<file path="src/rtl/fetch_stage.sv">
// rtl/fetch_stage.sv - MIPS instruction-fetch stage with deferred redirect and IF/ID register
//
// Holds the PC, steps it by 4, redirects it to branch/jump targets, and loads
// the IF/ID pipeline register. A redirect that arrives while the PC is stalled
// is latched and applied on the first cycle the PC may move again.
//
// Ports:
//   Clk, Reset        rising-edge clock, synchronous active-high reset
//   PCWrite           PC may update this cycle
//   IFIDWrite         IF/ID may load this cycle
//   IFIDFlush         IF/ID loads a bubble this cycle (beats IFIDWrite)
//   BranchTaken       ID resolved a taken branch/jump; BranchTarget is valid
//   BranchTarget      redirect address (low two bits ignored)
//   Instruction       instruction-memory read data for PCOut
//   PCOut             current PC
//   IFIDInstruction   registered instruction
//   IFIDPCPlus4       registered PC+4 of that instruction
//   IFIDValid         0 when IF/ID holds a bubble
//   RedirectPending   a redirect is latched and waiting for PCWrite
//   StallCycles       saturating count of IF/ID stall cycles
//   FlushCount        saturating count of IF/ID flush cycles

module fetch_stage #(
    parameter logic [31:0] RESET_PC = 32'h0000_0000,
    parameter int          CNT_W    = 16
) (
    input  logic             Clk,
    input  logic             Reset,
    input  logic             PCWrite,
    input  logic             IFIDWrite,
    input  logic             IFIDFlush,
    input  logic             BranchTaken,
    input  logic [31:0]      BranchTarget,
    input  logic [31:0]      Instruction,
    output logic [31:0]      PCOut,
    output logic [31:0]      IFIDInstruction,
    output logic [31:0]      IFIDPCPlus4,
    output logic             IFIDValid,
    output logic             RedirectPending,
    output logic [CNT_W-1:0] StallCycles,
    output logic [CNT_W-1:0] FlushCount
);

    localparam logic ST_RUN  = 1'b0;
    localparam logic ST_HOLD = 1'b1;

    logic        state;
    logic        next_state;
    logic [31:0] pending_target;
    logic [31:0] next_target;
    logic [31:0] next_pc;
    logic [31:0] aligned_target;
    logic [31:0] pc_plus4;

    // Targets are word addresses; the byte-offset bits are dropped everywhere.
    assign aligned_target  = {BranchTarget[31:2], 2'b00};
    assign pc_plus4        = PCOut + 32'd4;
    assign RedirectPending = (state == ST_HOLD);

    always_comb begin
        next_state  = state;
        next_target = pending_target;
        next_pc     = PCOut;
        if (state == ST_RUN) begin
            if (BranchTaken) begin
                if (PCWrite) begin
                    next_pc = aligned_target;
                end else begin
                    next_target = aligned_target;
                    next_state  = ST_HOLD;
                end
            end else if (PCWrite) begin
                next_pc = pc_plus4;
            end
        end else begin
            // A fresh redirect while held supersedes the latched one.
            if (BranchTaken) begin
                next_target = aligned_target;
            end
            if (PCWrite) begin
                next_pc    = BranchTaken ? aligned_target : pending_target;
                next_state = ST_RUN;
            end
        end
    end

    always_ff @(posedge Clk) begin
        if (Reset) begin
            state          <= ST_RUN;
            pending_target <= 32'h0000_0000;
            PCOut          <= RESET_PC;
        end else begin
            state          <= next_state;
            pending_target <= next_target;
            PCOut          <= next_pc;
        end
    end

    always_ff @(posedge Clk) begin
        if (Reset) begin
            IFIDInstruction <= 32'h0000_0000;
            IFIDPCPlus4     <= 32'h0000_0000;
            IFIDValid       <= 1'b0;
        end else if (IFIDFlush) begin
            // Bubble is an all-zero word, i.e. sll $0,$0,0.
            IFIDInstruction <= 32'h0000_0000;
            IFIDPCPlus4     <= 32'h0000_0000;
            IFIDValid       <= 1'b0;
        end else if (IFIDWrite) begin
            IFIDInstruction <= Instruction;
            IFIDPCPlus4     <= pc_plus4;
            IFIDValid       <= 1'b1;
        end
    end

    always_ff @(posedge Clk) begin
        if (Reset) begin
            StallCycles <= '0;
            FlushCount  <= '0;
        end else begin
            if (!IFIDWrite && !IFIDFlush && (StallCycles != '1)) begin
                StallCycles <= StallCycles + 1'b1;
            end
            if (IFIDFlush && (FlushCount != '1)) begin
                FlushCount <= FlushCount + 1'b1;
            end
        end
    end

endmodule
</file>
<file path="config.mk">
export PLATFORM = sky130hd
export DESIGN_NAME = fetch_stage
export DESIGN_NICKNAME = d
export VERILOG_FILES = /design/src/rtl/fetch_stage.sv
export SDC_FILE = /design/constraint.sdc
export NUM_CORES = 1
export LEC_CHECK = 0
export BUFFER_PORTS_ARGS = -buffer_cell sky130_fd_sc_hd__buf_2
export CAP_MARGIN = 25
export CORE_MARGIN = 2
export CORE_UTILIZATION = 53
export CTS_CLUSTER_SIZE = 16
export DETAILED_ROUTE_END_ITERATION = 8
export MAX_ROUTING_LAYER = met4
export PLACE_DENSITY = 0.91
export SLEW_MARGIN = 5
export SYNTH_ARGS = -nofsm -noshare
export SYNTH_HDL_FRONTEND = slang
export SYNTH_SLANG_ARGS = --single-unit
</file>
<file path="constraint.sdc">
create_clock -name Clk -period 2.1 [get_ports Clk]
set_input_delay 0.63 -clock Clk [delete_from_list [all_inputs] [get_ports Clk]]
set_output_delay 0.63 -clock Clk [all_outputs]
set_load 0.02 [all_outputs]
</file>
==> results.txt, run 1 <==
status: completed
clock root buffer: clkbuf_16
layout cells sized above 1: 0.2722
CP delay by family, top: simple AND/OR/NAND/NOR gates
FMAX: 0.4964 GHz
Setup Viol. Count Final: 0
CP max FO: 9
Iteration-0 DRC Markers: 803
Syn Nets: 951
num ports: 200
Post-CTS Hold Buffers: 0
Die Y: 121.8 um
Worst-Skew Late Latency: 0.42 ns
Total Wirelength: 20530 um
antenna violations before repair: 3
sequential share of the synthesized area: 0.4413
R2R setup slack: 0.09 ns
nets: 1151
crit-path max cell delay: 0.49 ns
Initial Util: 0.5356
power per cell area: 797.8 nW/um^2
Pwr Total: 7450 uW
Slew Viols, Final: 0
Cell variety after synth: 58
Place WS: 0.06215 ns
die span in x: 121.8 um
worst-margin pin slew: 0.8059 ns
first-pass GRT wire length: 32510 um
# fillers: 1098
core region area: 13720 um^2
Num CTS Buffers: 17
commonest non-fill, non-tap cell in the layout: buf_2
CP startpoint kind: flop
top_reg_cell synth: dfxtp_1
final design utilization: 0.6806
post-synthesis async set-or-reset flop share: 0
WL/cell: 16.12 um
clk slew on worst S/H paths: 0.06 ns
vias in the first global route: 6612
CTS tree: done
post-route ant nets: 0
Final Hold Slack: 0.4425 ns
RSZ-0062 raised after global routing: true
Max IR drop VDD: 445.5 uV
Max Cap Viol: 0
worst r2r src: PCOut[9]
DRT Pass-1 Iters: 5
Port Buf Inserts: 197
CP startpoint: PCOut[9]
final hold vios: 0
Post-Syn Area: 7348 um^2
min Tclk post-route: 2.015 ns
post-layout worst setup margin: 0.08534 ns
total track usage: 0.2841
Worst EP arrival: 2.31 ns
Clock Path Buffers: 2
hold crit path type: input pin to flop
Layout Skew: 0.008175 ns
Req. time, crit path: 2.40 ns
die area: 14820 um^2
synthesized area per cell: 8.369 um^2
Fin Setup TNS: 0 ns
crit path buf inv count: 0
FF-to-FF End: PCOut[23]
Min-Delay Endpoint: IFIDInstruction[2]
most frequent cells in the layout: buf_2, dfxtp_1, nand2_1
crit path kind: flop to flop
post-DP HPWL: 14860 um
via count: 7262
Synth-to-Final Area Change: 27.07%
Hold Crit Depth: 3
worst hold start: Instruction[2]
Cells after Synth: 878
synth warn: 0
routability cong.: 0.9441
H-tree depth: 4
DR DRC count: 0
grt total ovfl: 0
largest net degree at the start of global routing: 94
slowest cell on the critical path: dfxtp_1
R2R depth: 5
Crit. End Element: flop
Vias/cell: 5.700
Static Leak: 0.004132 uW
number of synthesized flops with an enable pin: 0
#FFs+latches synth: 162
CP Cell Sequence: nand4_1 > or3_4 > nor3_2 > mux2i_1 > o22ai_1
Rows: 43
Final period util: 0.9594
CTS sink count: 162
slew margin rel.: 0.4628
metrics by stage:
step	cell area, um^2	std cells
finish	9338	1274
global route	9338	1274
CTS	9324	1271
detailed placement	8688	1239
global placement	8688	1239
floorplan	7348	878
per-layer routing:
| layer | vias to the layer above | wire (um) | global-route usage |
|---|---|---|---|
| met5 | - | 0 | - |
| met4 | 0 | 547 | 0.1307 |
| met3 | 49 | 1921 | 0.06273 |
| met2 | 371 | 9444 | 0.4305 |
| met1 | 3335 | 8619 | 0.3627 |
| li1 | 3507 | - | - |
sequential cells by signal (all words and copies together) (netlist names):
name             count
PCOut               32
IFIDInstruction     32
IFIDValid            1
FlushCount          16
IFIDPCPlus4         32
RedirectPending      1
StallCycles         16
pending_target      32
power breakdown:
| part | switching, uW | leakage [uW] | internal [uW] |
|---|---|---|---|
| registers | 100 | 0.00132 | 3190 |
| clock network | 1250 | 0.000303 | 2060 |
| logic | 527 | 0.00251 | 324 |
timing repair:
item,in CTS,in global routing
buffers inserted,0,0
resized for setup,0,1
setup endpoints to repair,0,4
hold endpoints to repair,0,0
final cells by class:
type | instances | area (um^2) | share of cell area
antenna | 3 | 7.507 | 0.0008040
clock buffer | 20 | 456.7 | 0.04891
clock inverter | 12 | 178.9 | 0.01916
inverter | 13 | 48.80 | 0.005226
multi-input combinational | 642 | 3826 | 0.4098
sequential | 162 | 3243 | 0.3473
tap | 180 | 225.2 | 0.02412
timing repair buffer | 242 | 1351 | 0.1447
cell families after synthesis:
family,Yosys count,share of synthesized area
AND/OR/NAND/NOR,340,0.2197
AO/OA/AOI/OAI,199,0.1669
flip-flops,162,0.4413
buffers and inverters,74,0.03984
XOR/XNOR,53,0.06317
multiplexers,47,0.06402
adder cells (fa/ha/maj),3,0.005109
Yosys cell counts, types with 5 or more instances:
library cell    n  share of area
nand3_1        22          0.015
xnor2_1        34          0.041
nor4_1         11         0.0094
dfxtp_1       162           0.44
mux2i_1        47          0.064
nand2_1       117          0.060
o22ai_1         8         0.0068
inv_1          13         0.0066
buf_1           7         0.0036
a31oi_1         5         0.0043
nor3_1         12         0.0082
nand4_1        21          0.018
clkbuf_1       46          0.023
o21ai_0        51          0.035
o211ai_1        8         0.0082
and3_1         19          0.016
nor2_1        110          0.056
a211oi_1        8         0.0082
xor2_1         19          0.023
a21oi_1        78          0.053
worst min-delay path: stages:
cell     delay [ns]
buf_2          0.07
mux2i_1        0.05
nor2_1         0.07
worst max path at each step:
stage | slack [ns] | to | cells past startpoint
2_1_floorplan | 0.16 | PCOut[20] | 6
3_3_place_gp | 0.12 | StallCycles[8] | 6
3_5_place_dp | 0.06 | PCOut[18] | 6
4_1_cts | 0.08 | PCOut[20] | 6
5_1_grt | -0.01 | IFIDPCPlus4[22] | 5
6_report | 0.09 | PCOut[23] | 5
(Power assumes the default switching activity.)
==> inputs of run 2 (changes only) <==
- CORE_MARGIN: 2 -> 4
==> run 2 against run 1 <==
  * Sequential share of layout area is 0.39 points higher
  * Non-clock buffer count decreased by 1
  * Register-to-register slack gained 0.04 ns
  * Die area up 6.7%
  * Total power decreased by 6.7%
  * Sequential power barely moved
  * Utilization up 0.85 points
  * Global-route usage is 3.1 points lower
  * Via count shrank 1.6%
  * Clock-buffer cell count fell by 2
  * Hold slack better by 0.010 ns
  * Highest routed layer unchanged
==> results.txt, run 2 (synthesized netlist as in run 1, its figures left out) <==
CP max FO: 7 (was 9)
DRT Pass-1 Iters: 8 (was 5)
power per cell area: 752.4 nW/um^2 (was 797.8 nW/um^2)
Post-CTS Setup Bufs: 0 (unchanged)
Slew Viols, Final: 0 (unchanged)
routability cong.: 0.9570 (was 0.9441)
H-tree depth: 4 (unchanged)
FMAX: 0.5073 GHz (was 0.4964 GHz)
core region area: 13400 um^2 (was 13720 um^2)
via count: 7143 (was 7262)
Max IR drop VDD: 472.0 uV (was 445.5 uV)
placed instance count: 1234 (was 1239)
Initial Util: 0.5484 (was 0.5356)
hold crit path type: flop to flop (was input pin to flop)
Clock Path Buffers: 2 (unchanged)
Seq pwr share: 0.473 (was 0.442)
antenna violations before repair: 5 (was 3)
slew margin rel.: 0.4459 (was 0.4628)
Iteration-0 DRC Markers: 676 (was 803)
worst-margin pin slew: 0.8312 ns (was 0.8059 ns)
Num CTS Buffers: 17 (unchanged)
WL/cell: 15.99 um (was 16.12 um)
clock root buffer: clkbuf_16 (unchanged)
crit-path max cell delay: 0.41 ns (was 0.49 ns)
CTS sink count: 162 (unchanged)
Req. time, crit path: 2.43 ns (was 2.40 ns)
Setup Viol. Count Final: 0 (unchanged)
post-layout worst setup margin: 0.1289 ns (was 0.08534 ns)
first-pass GRT wire length: 32200 um (was 32510 um)
Crit. End Element: flop (unchanged)
status: completed (unchanged)
R2R setup slack: 0.13 ns (was 0.09 ns)
final design utilization: 0.6892 (was 0.6806)
Vias/cell: 5.620 (was 5.700)
R2R depth: 6 (was 5)
Static Leak: 0.004052 uW (was 0.004132 uW)
Die Y: 125.8 um (was 121.8 um)
slowest cell on the critical path: dfxtp_1 (unchanged)
crit path kind: flop to flop (unchanged)
Rows: 42 (was 43)
Port Buf Inserts: 197 (unchanged)
worst r2r src: PCOut[2] (was PCOut[9])
most frequent cells in the layout: buf_2, dfxtp_1, nand2_1 (unchanged)
Final Hold Slack: 0.4525 ns (was 0.4425 ns)
vias in the first global route: 6390 (was 6612)
Fin Setup TNS: 0 ns (unchanged)
RSZ-0062 raised after global routing: false (was true)
post-route ant nets: 0 (unchanged)
final hold vios: 0 (unchanged)
min Tclk post-route: 1.971 ns (was 2.015 ns)
Layout Skew: 0.008611 ns (was 0.008175 ns)
Layout Cells excl Fill: 1271 (was 1274)
die span in x: 125.8 um (was 121.8 um)
post-DP HPWL: 14850 um (was 14860 um)
total track usage: 0.2533 (was 0.2841)
num ports: 200 (unchanged)
CP startpoint: PCOut[2] (was PCOut[9])
crit path buf inv count: 0 (unchanged)
grt total ovfl: 0 (unchanged)
switching share of power: 0.2702 (was 0.2516)
Comb pwr share: 0.122 (was 0.114)
CTS tree: done (unchanged)
largest net degree at the start of global routing: 94 (unchanged)
Worst EP arrival: 2.31 ns (about the same)
CP delay by family, top: simple AND/OR/NAND/NOR gates (unchanged)
crit path to: PCOut[20] (was PCOut[23])
layout cells sized above 1: 0.2734 (was 0.2722)
clk slew on worst S/H paths: 0.07 ns (was 0.06 ns)
Post-CTS Hold Buffers: 0 (unchanged)
Internal: 5071 uW (was 5575 uW)
Synth-to-Final Area Change: 25.68% (was 27.07%)
Worst path depth: 6 (was 5)
Worst-Skew Late Latency: 0.41 ns (was 0.42 ns)
Final period util: 0.9386 (was 0.9594)
Max Cap Viol: 0 (unchanged)
die area: 15810 um^2 (was 14820 um^2)
commonest non-fill, non-tap cell in the layout: buf_2 (unchanged)
DR DRC count: 0 (unchanged)
# fillers: 1052 (was 1098)
Switch Pwr: 1877 uW (was 1875 uW)
CP startpoint kind: flop (unchanged)
Clock Power Share: 0.404 (was 0.444)
Place WS: 0.08261 ns (was 0.06215 ns)
FF-to-FF End: PCOut[20] (was PCOut[23])
nets: 1150 (was 1151)
CP Cell Sequence: ha_1 > nand3_2 > nor4_4 > nand3_1 > o32a_1 > o22ai_1 (was nand4_1 > or3_4 > nor3_2 > mux2i_1 > o22ai_1)
Total Wirelength: 20320 um (was 20530 um)
[run 2: cell count changes in the layout (fill, tap and decap cells not counted)]
| cell | change |
|---|---|
| clkinvlp_4 | +5 |
| bufinv_16 | -4 |
| diode_2 | +2 |
| inv_6 | +2 |
| buf_4 | -1 |
| clkbuf_1 | -1 |
| clkbuf_8 | -1 |
| clkinv_4 | -1 |
| nor2_1 | -1 |
| nor2_2 | +1 |
| nor3_2 | +1 |
| nor3_4 | -1 |
[run 2: power groups by stage]
stage / Sequential (uW) / Clock, uW / Combinational, uW
4_1_cts: 3290 / 2860 / 848
3_3_place_gp: 3350 / 0 / 826
2_1_floorplan: 3460 / 0 / 406
5_1_grt: 3300 / 3010 / 926
3_5_place_dp: 3350 / 0 / 842
6_report: 3290 / 2810 / 851
[run 2: cell type report]
type	instances	area, um^2	share of cell area
Antenna cell	5	12.51	0.001355
Clock buffer	18	439.2	0.04755
Clock inverter	14	105.1	0.01138
Inverter	13	48.80	0.005284
Multi-Input combinational cell	642	3822	0.4139
Sequential cell	162	3243	0.3512
Tap cell	176	220.2	0.02384
Timing Repair Buffer	241	1344	0.1455
[run 2: tightest hold or removal path, cell delays in order, from the launching register on]
cell     delay (ns)
dfxtp_1        0.31
nand2_1        0.05
a21oi_1        0.05
[run 2: routing by layer]
layer	vias up	track usage	share of wire
met5	-	-	0
met4	0	0.08139	0.024
met3	46	0.07959	0.10
met2	340	0.3864	0.46
met1	3252	0.3224	0.42
li1	3505	-	-
[run 2: through the flow]
stage	total power, uW	instance area [um^2]
6_report	6948	9235
4_1_cts	6998	9220
3_3_place_gp	4171	8676
5_1_grt	7238	9235
2_1_floorplan	3863	7348
3_5_place_dp	4197	8676
[run 2: timing repair]
item / 4_1_cts / 5_1_grt
setup endpoints to repair: 0 / 6
resized for setup: 0 / 1
hold endpoints to repair: 0 / 0
[run 2: worst min-delay path by stage]
stage,endpoint,cells past startpoint,startpoint,slack (ns)
final,pending_target[15],2,pending_target[15],0.45
after CTS,IFIDInstruction[3],3,Instruction[3],0.44
after floorplan,pending_target[10],2,pending_target[10],0.43
after global routing,IFIDInstruction[4],3,Instruction[4],0.45
after detailed placement,pending_target[15],2,pending_target[15],0.44
after global placement,pending_target[31],2,pending_target[31],0.44
